--- src/rtl/pwm_capture.sv ---
// PWM input capture: measures rise-to-rise period and high time of an asynchronous
// PWM line, derives duty in percent with a 7-step divider, and flags a stuck line.
module pwm_capture #(
  parameter int CNT_W   = 16,
  parameter int TIMEOUT = 50000
) (
  input  logic             clk,
  input  logic             rst,
  input  logic             pwm_in,
  output logic [CNT_W-1:0] period_out,
  output logic [CNT_W-1:0] high_out,
  output logic             valid,
  output logic [6:0]       duty_pct,
  output logic             duty_valid,
  output logic             timeout
);

  localparam int                RW  = CNT_W + 7;
  localparam logic [CNT_W-1:0] TMO = CNT_W'(TIMEOUT);

  typedef enum logic [1:0] {SEEK, HIGH, LOW} state_t;

  state_t           state, state_nxt;
  logic [2:0]       sync_q;
  logic             pwm_s, pwm_d, rise, fall;
  logic [CNT_W-1:0] cnt_per, cnt_hi, hi_lat;
  logic             capture, tmo_hit;

  logic             div_busy, div_fin;
  logic [2:0]       bit_idx;
  logic [RW-1:0]    rem, den_sh;
  logic [CNT_W-1:0] den;
  logic [6:0]       q;

  assign pwm_s = sync_q[1];
  assign pwm_d = sync_q[2];
  assign rise  = pwm_s & ~pwm_d;
  assign fall  = ~pwm_s & pwm_d;

  // NOTE: clocked state always uses non-blocking assignments so every flop samples
  // pre-edge values regardless of block evaluation order.
  always_ff @(posedge clk or negedge rst) begin
    if (!rst) sync_q <= '0;
    else      sync_q <= {sync_q[1:0], pwm_in};
  end

  always_ff @(posedge clk or negedge rst) begin
    if (!rst) state <= SEEK;
    else      state <= state_nxt;
  end

  // NOTE: every combinational output gets a default first so no path infers a latch.
  always_comb begin
    state_nxt = state;
    capture   = 1'b0;
    // Once a stuck line is flagged in SEEK the saturated counter must not re-fire.
    tmo_hit   = !rise && (cnt_per == TMO) && ((state != SEEK) || !timeout);
    case (state)
      SEEK: if (rise) state_nxt = HIGH;
      HIGH: if (fall) state_nxt = LOW;
      LOW: begin
        if (rise) begin
          capture   = 1'b1;
          state_nxt = HIGH;
        end
      end
      default: state_nxt = SEEK;
    endcase
    if (tmo_hit) state_nxt = SEEK;
  end

  // Period counter runs in every state and saturates at the timeout threshold.
  always_ff @(posedge clk or negedge rst) begin
    if (!rst) begin
      cnt_per <= '0;
      cnt_hi  <= '0;
      hi_lat  <= '0;
    end else begin
      if (rise) begin
        cnt_per <= CNT_W'(1);
        cnt_hi  <= CNT_W'(1);
      end else begin
        if (cnt_per != TMO)             cnt_per <= cnt_per + CNT_W'(1);
        if ((state == HIGH) && !fall)   cnt_hi  <= cnt_hi + CNT_W'(1);
      end
      if ((state == HIGH) && fall) hi_lat <= cnt_hi;
    end
  end

  assign den_sh = RW'(den) << bit_idx;

  // Restoring divider: one quotient bit per cycle, MSB (weight 64) first.
  always_ff @(posedge clk or negedge rst) begin
    if (!rst) begin
      div_busy <= 1'b0;
      div_fin  <= 1'b0;
      bit_idx  <= '0;
      rem      <= '0;
      den      <= '0;
      q        <= '0;
    end else begin
      div_fin <= 1'b0;
      if (tmo_hit) begin
        div_busy <= 1'b0;
      end else if (div_busy) begin
        if (rem >= den_sh) begin
          rem        <= rem - den_sh;
          q[bit_idx] <= 1'b1;
        end
        if (bit_idx == 3'd0) begin
          div_busy <= 1'b0;
          div_fin  <= 1'b1;
        end else begin
          bit_idx <= bit_idx - 3'd1;
        end
      end else if (capture && !div_fin) begin
        rem      <= RW'(hi_lat) * RW'(7'd100);
        den      <= cnt_per;
        q        <= '0;
        bit_idx  <= 3'd6;
        div_busy <= 1'b1;
      end
    end
  end

  always_ff @(posedge clk or negedge rst) begin
    if (!rst) begin
      period_out <= '0;
      high_out   <= '0;
      valid      <= 1'b0;
      duty_pct   <= '0;
      duty_valid <= 1'b0;
      timeout    <= 1'b0;
    end else begin
      valid      <= capture;
      duty_valid <= 1'b0;
      if (capture) begin
        period_out <= cnt_per;
        high_out   <= hi_lat;
        timeout    <= 1'b0;
      end else if (tmo_hit) begin
        period_out <= '0;
        high_out   <= '0;
        timeout    <= 1'b1;
      end
      if (tmo_hit) begin
        duty_pct   <= pwm_s ? 7'd100 : 7'd0;
        duty_valid <= 1'b1;
      end else if (div_fin) begin
        duty_pct   <= q;
        duty_valid <= 1'b1;
      end
    end
  end

endmodule

--- config.mk ---
export PLATFORM = sky130hd
export DESIGN_NAME = pwm_capture
export DESIGN_NICKNAME = d
export VERILOG_FILES = /design/src/rtl/pwm_capture.sv
export SDC_FILE = /design/constraint.sdc
export NUM_CORES = 1
export LEC_CHECK = 0
export CORE_ASPECT_RATIO = 1.25
export CORE_MARGIN = 2
export CORE_UTILIZATION = 35
export DETAILED_ROUTE_END_ITERATION = 12
export HOLD_SLACK_MARGIN = 0.12
export PLACE_DENSITY = 0.6
export SLEW_MARGIN = 20
export SYNTH_ARGS = -nofsm -noshare
export SYNTH_HDL_FRONTEND = slang
export SYNTH_SLANG_ARGS = --single-unit
--- constraint.sdc ---
create_clock -name clk -period 4.4 [get_ports clk]
set_input_delay 1.32 -clock clk [delete_from_list [all_inputs] [get_ports clk]]
set_output_delay 1.32 -clock clk [all_outputs]
set_load 0.01 [all_outputs]
* Word-level counts from Yosys, hierarchy flattened
Cells that the tools add are included.
** Word-level totals
- Input bits :: 3
- Bits in read-only memories :: 0
- Bits in registers :: 146
- Latch bits :: 0
- Output and inout port bits :: 42
- Word-level logic and storage cells :: 103
- Memories :: 0
- RAM bits :: 0
** Cells by class
- Div/mod/pow operators :: 0
- Multipliers :: 1
- Equal/unequal tests :: 8
- Add/subtract/negate cells :: 4
- Mux-type cells :: 38
- Shifts and indexed selects :: 1
- Bitwise logic cells :: 7
- $lt $le $gt $ge :: 3
- Reductions and logical operators :: 24
** Operators with widths (count)
- $mux 16 :: 7
- $mux 23 :: 3
- $mux 7 :: 6
- $add 16x1->16 const B :: 2
- $ge 23x23->1 :: 1
- $shl 16x3->23 :: 1
- $sub 23x23->23 :: 1
- $mul 16x5->21 const B :: 1
- $eq 16x16->1 const B :: 1
- $ne 16x16->1 const B :: 1
- $mux 1 :: 14
- $reduce_bool 2->1 :: 6
- $mux 3 :: 3
- $reduce_and 3->1 :: 3
- $or 7x7->7 :: 1
- $logic_and 1x1->1 :: 6
- $mux 2 :: 3
- $logic_not 1->1 :: 4
- $lt 3x4->1 const B :: 1
- $not 1->1 :: 4
- $pmux 2 s2 :: 1
- $demux 1 s3 :: 1
- $ge 3x1->1 const B :: 1
- $logic_not 3->1 :: 1
- 12 further kinds :: 13

* Longest topological paths before layout
Gate-level depths: netlist of the first run.
- Depth after elaboration :: 8
- Mapped depth :: 16
- Gate-level depth less buffers :: 14

* Worst setup path before layout of the first run
Ideal clock, no wire load.
- Path type :: flip-flop to flip-flop
- Start point :: register bit_idx[0]
- End point :: register q[4]
- Data arrival time :: 3.485 ns
- Clock period less this slack :: 3.616 ns
- Path buffers :: 4
- Setup slack :: 0.784 ns
- Cell stages (with the launch flop) :: 15
- Path through :: dfrtp_1 buf_1 mux4_2 a21oi_1 ha_1 clkbuf_1 a21oi_1 o2111ai_1 a211oi_1 o21ai_0 a31o_2 buf_6 buf_6 a31oi_1 nor2_1
** Between the ends
- Longest elaborated chain between the ends :: 7
- Elaborated cells between the ends (all ways) :: 12
** Ends and longest elaborated chain
- start: declaration :: RTL line 30 : logic [2:0] bit_idx;
- start signal: assignment :: RTL line 114 : bit_idx <= bit_idx - 3'd1;
- branches (longest 7 deep; another with $ge 23x23->1)
- end signal: assignment :: RTL line 100 : q <= '0;
- end signal: indexed assignment :: RTL line 108 : q[bit_idx] <= 1'b1;
- end signal: assignment :: RTL line 119 : q <= '0;
- end: declaration :: RTL line 33 : logic [6:0] q;
Several ways; the timed one is not identified. The select of a mux whose other input is x is not followed.
A chain may end at the register's enable or synchronous reset.

* Worst setup path after layout of the first run
- Start point :: register bit_idx[0]
- End point :: register rem[19]
** Between the ends
- Longest elaborated chain between the ends :: 4
- Elaborated cells between the ends (all ways) :: 7
** Ends and longest elaborated chain
- $shl 16x3->23 * :: RTL line 90 : assign den_sh = RW'(den) << bit_idx;
- $ge 23x23->1 or $sub 23x23->23 (tied branches) :: RTL line 106, 107
- $ne 2x1->1 (no source line) or $mux 23 (tied branches)
- $reduce_and 3->1 (no source line) or $mux 23 (tied branches)
- end signal: assignment :: RTL line 107 : rem <= rem - den_sh;
- end signal: assignment :: RTL line 117 : rem <= RW'(hi_lat) * RW'(7'd100);
- end: declaration :: RTL line 31 : logic [RW-1:0] rem, den_sh;
Every way passes the cells marked *; elsewhere a longest branch is shown, timed or not. The select of a mux whose other input is x is not followed.

==> metrics.yaml, run 1 <==
outcome:
  status: "completed"
layout:
  final_common_cell: "dfrtp_1"
  diodes: 0
  area_growth_syn_to_layout_pct: 15.2
  instances_no_fill: 1419
  final_cell_mix: "146 x dfrtp_1, 141 x nand2_1, 89 x nor2_1"
  drive_above_1_share_pct: 7.17
  num-nets-final: 1157
clock_network:
  insertion_delay_ns: 0.43
  clock-root-buffer: "clkbuf_16"
  path_clk_slew_ns: 0.06
  numCtsBuffers: 17
  htreeDepth: 4
  clock_sink_count: 146
  cts_resized: 0
  cts_tree: "built"
  cts_hold_buf: 0
  cts_setup_buffers: 0
  cts_buffer_depth: 2
timing:
  tightest_slew_ns: 1.01
  skew_ns: 0.0118
  setup_tns_ns: 0
  layout_min_cycle_time_ns: 3.87
  fin_crit_sh_pct: 88.0
  fmax_mhz: 258
  slew_violations: 0
  setup_viol: 0
  slew_headroom_pct: 32.8
  rsz0062_at_grt: "false"
  finalHoldViolations: 0
placement:
  dp_cells: 1387
  portBuffers: 44
  dpl.hpwl_um: 16500
  gp_congestion: 0.953
global_route:
  grt_overflow: 0
  grt_max_degree: 88
  met1_usage_pct: 21.9
  grt_pass1_vias: 7577
  use_met3_pct: 3.00
  grt_antenna_before_repair: 0
  grt_pass1_wl_um: 38500
  top_usage_layer: "met2"
  grt_use_total_pct: 17.0
  met2_usage_pct: 27.6
drt:
  drtIter0Drc: 443
  wire_per_inst_um: 15.8
  avgViaCountPerCell: 5.24
  drtPass1Iterations: 5
  num_vias: 7432
  ant_nets: 0
  totalWireLength_um: 22400
  drc: 0
critical_path:
  cp-startpoint: "bit_idx[0]$_DFFE_PN0P_"
  crit_path_end_kind: "flip-flop"
  rr_startpoint: "bit_idx[0]$_DFFE_PN0P_"
  critPathRequiredTime_ns: 4.71
  worstSetupStartpointType: "flip-flop"
  crit_type: "reg2reg"
  cp_max_fo: 38
  crit_arrival_ns: 4.18
synthesis:
  synth_enable_flop_cells: 0
  syn_nets: 1128
  postSynth.asyncResetShare_pct: 100
  yosysSeqAreaShare_pct: 38.8
  synthesis.area_um2: 9420
  ys_types: 58
  synthCells: 1032
  synth_ff_type: "dfrtp_1"
  ys_ff_latch: 146
  syn_avg_cell_area_um2: 9.12
  yosysWarnings: 0
pwr:
  vdd_ir_drop_max_uv: 396
  p_leak_nw: 5.03
  power_density_nw_per_um2: 537
die:
  die_w_um: 151
  fp.dieArea_um2: 28200
  initial_core_util_pct: 35.3
  num_rows: 67
  core-area_um2: 26700
  io-pin-count: 45
  die_h_um: 187
run:
  maxCapViolations: 0
min_path:
  hp-class: "reg2reg"
  min-delay-start: "sync_q[0]$_DFF_PN0_"
routing by layer:
layer / vias up / routed length (µm) / share of wire (%)
met5: - / 0 / 0
met4: 0 / 890 / 4.0
met3: 49 / 618 / 2.8
met2: 132 / 10700 / 48
met1: 3610 / 10200 / 46
li1: 3641 / - / -
registers in the layout, summed over array words and instances, names as in the netlist:
name	cells
bit_idx	3
cnt_hi	16
cnt_per	16
den	16
div_busy	1
div_fin	1
duty_pct	7
duty_valid	1
hi_lat	16
high_out	16
period_out	16
q	7
rem	23
state	2
sync_q	3
timeout	1
valid	1
critical path: stages (launching register included):
cell	delay, ns
dfrtp_1	0.64
inv_1	0.27
nor2_1	0.26
nand2_1	0.08
o21ai_0	0.13
mux2i_1	0.14
ha_1	0.40
o21ai_0	0.18
a32oi_1	0.34
a21oi_1	0.18
o21ai_0	0.21
a31o_2	0.33
buf_12	0.23
a21boi_0	0.25
a21oi_1	0.10
final timing paths:
| check | end | slack (ns) | depth (start not counted) |
|---|---|---|---|
| hold / removal | sync_q[1]$_DFF_PN0_ | 0.35 | 0 |
| max in group asynchronous | high_out[14]$_DFFE_PN0P_ | 2.58 | 2 |
| setup reg to reg | rem[19]$_DFFE_PN0P_ | 0.53 | 14 |
| setup / recovery | rem[19]$_DFFE_PN0P_ | 0.53 | 14 |
| min in group asynchronous | duty_pct[3]$_DFFE_PN0P_ | 0.97 | 1 |
| hold reg to reg | sync_q[1]$_DFF_PN0_ | 0.35 | 0 |
cells in the mapped netlist, types with 13 or more instances:
library cell  number  area [µm²]
clkbuf_1          33         124
a21oi_1           71         355
ha_1              81        1010
nand3_1           35         175
xnor2_1           25         219
dfrtp_1          146        3650
a211oi_1          14         105
inv_1             71         267
a21o_1            15         113
nand4_1           13        81.3
o21ai_0           81         405
xor2_1            28         245
nor2_1            89         334
nand2_1          141         529
mux2i_1           29         290
through the flow:
stage / total power, mW / hold slack [ns] / instance area, µm² / setup slack, ns / utilization [%]
floorplan: 3.66 / 0.331 / 9420 / 0.784 / -
global placement: 4.30 / 0.335 / 10200 / 0.601 / 38.4
detailed placement: 4.30 / 0.337 / 10200 / 0.555 / 38.4
CTS: 5.85 / 0.352 / 10800 / 0.524 / 40.7
global route: 6.25 / 0.370 / 10800 / 0.0562 / 40.7
finish: 5.82 / 0.351 / 10800 / 0.527 / 40.7
where the power goes:
part           internal, mW  leakage [nW]  total, mW  switching [mW]
sequential             1.58          1.95       1.89           0.308
combinational          1.05          2.78       2.41            1.36
clock                 0.943         0.302       1.52           0.578
area by class of cell:
class,count,area (µm²)
inverter,72,270
tap,345,432
sequential,146,3650
fill,2713,15800
timing repair buffer,58,572
clock inverter,10,146
clock buffer,22,474
multi-input combinational,766,5300
kinds of logic (layout without fill, tap and decap cells):
logic type / Yosys count / count (layout) / share of synthesized area (%)
AO/OA/AOI/OAI: 224 / 224 / 14.0
XOR/XNOR: 53 / 53 / 4.93
adder cells (fa/ha/maj): 93 / 93 / 13.3
buffers and inverters: 120 / 162 / 5.05
flip-flops: 146 / 146 / 38.8
multiplexers: 51 / 51 / 7.03
AND/OR/NAND/NOR: 345 / 345 / 16.8
(Power assumes the default switching activity.)
==> run 2: changes to the inputs <==
--- a/config.mk
+++ b/config.mk
@@ -11,7 +11,6 @@
 export DETAILED_ROUTE_END_ITERATION = 12
 export HOLD_SLACK_MARGIN = 0.12
 export PLACE_DENSITY = 0.6
-export SLEW_MARGIN = 20
 export SYNTH_ARGS = -nofsm -noshare
 export SYNTH_HDL_FRONTEND = slang
 export SYNTH_SLANG_ARGS = --single-unit
==> results of run 2 <==
No change in the layout: final DEF, timing and power equal those of run 1.
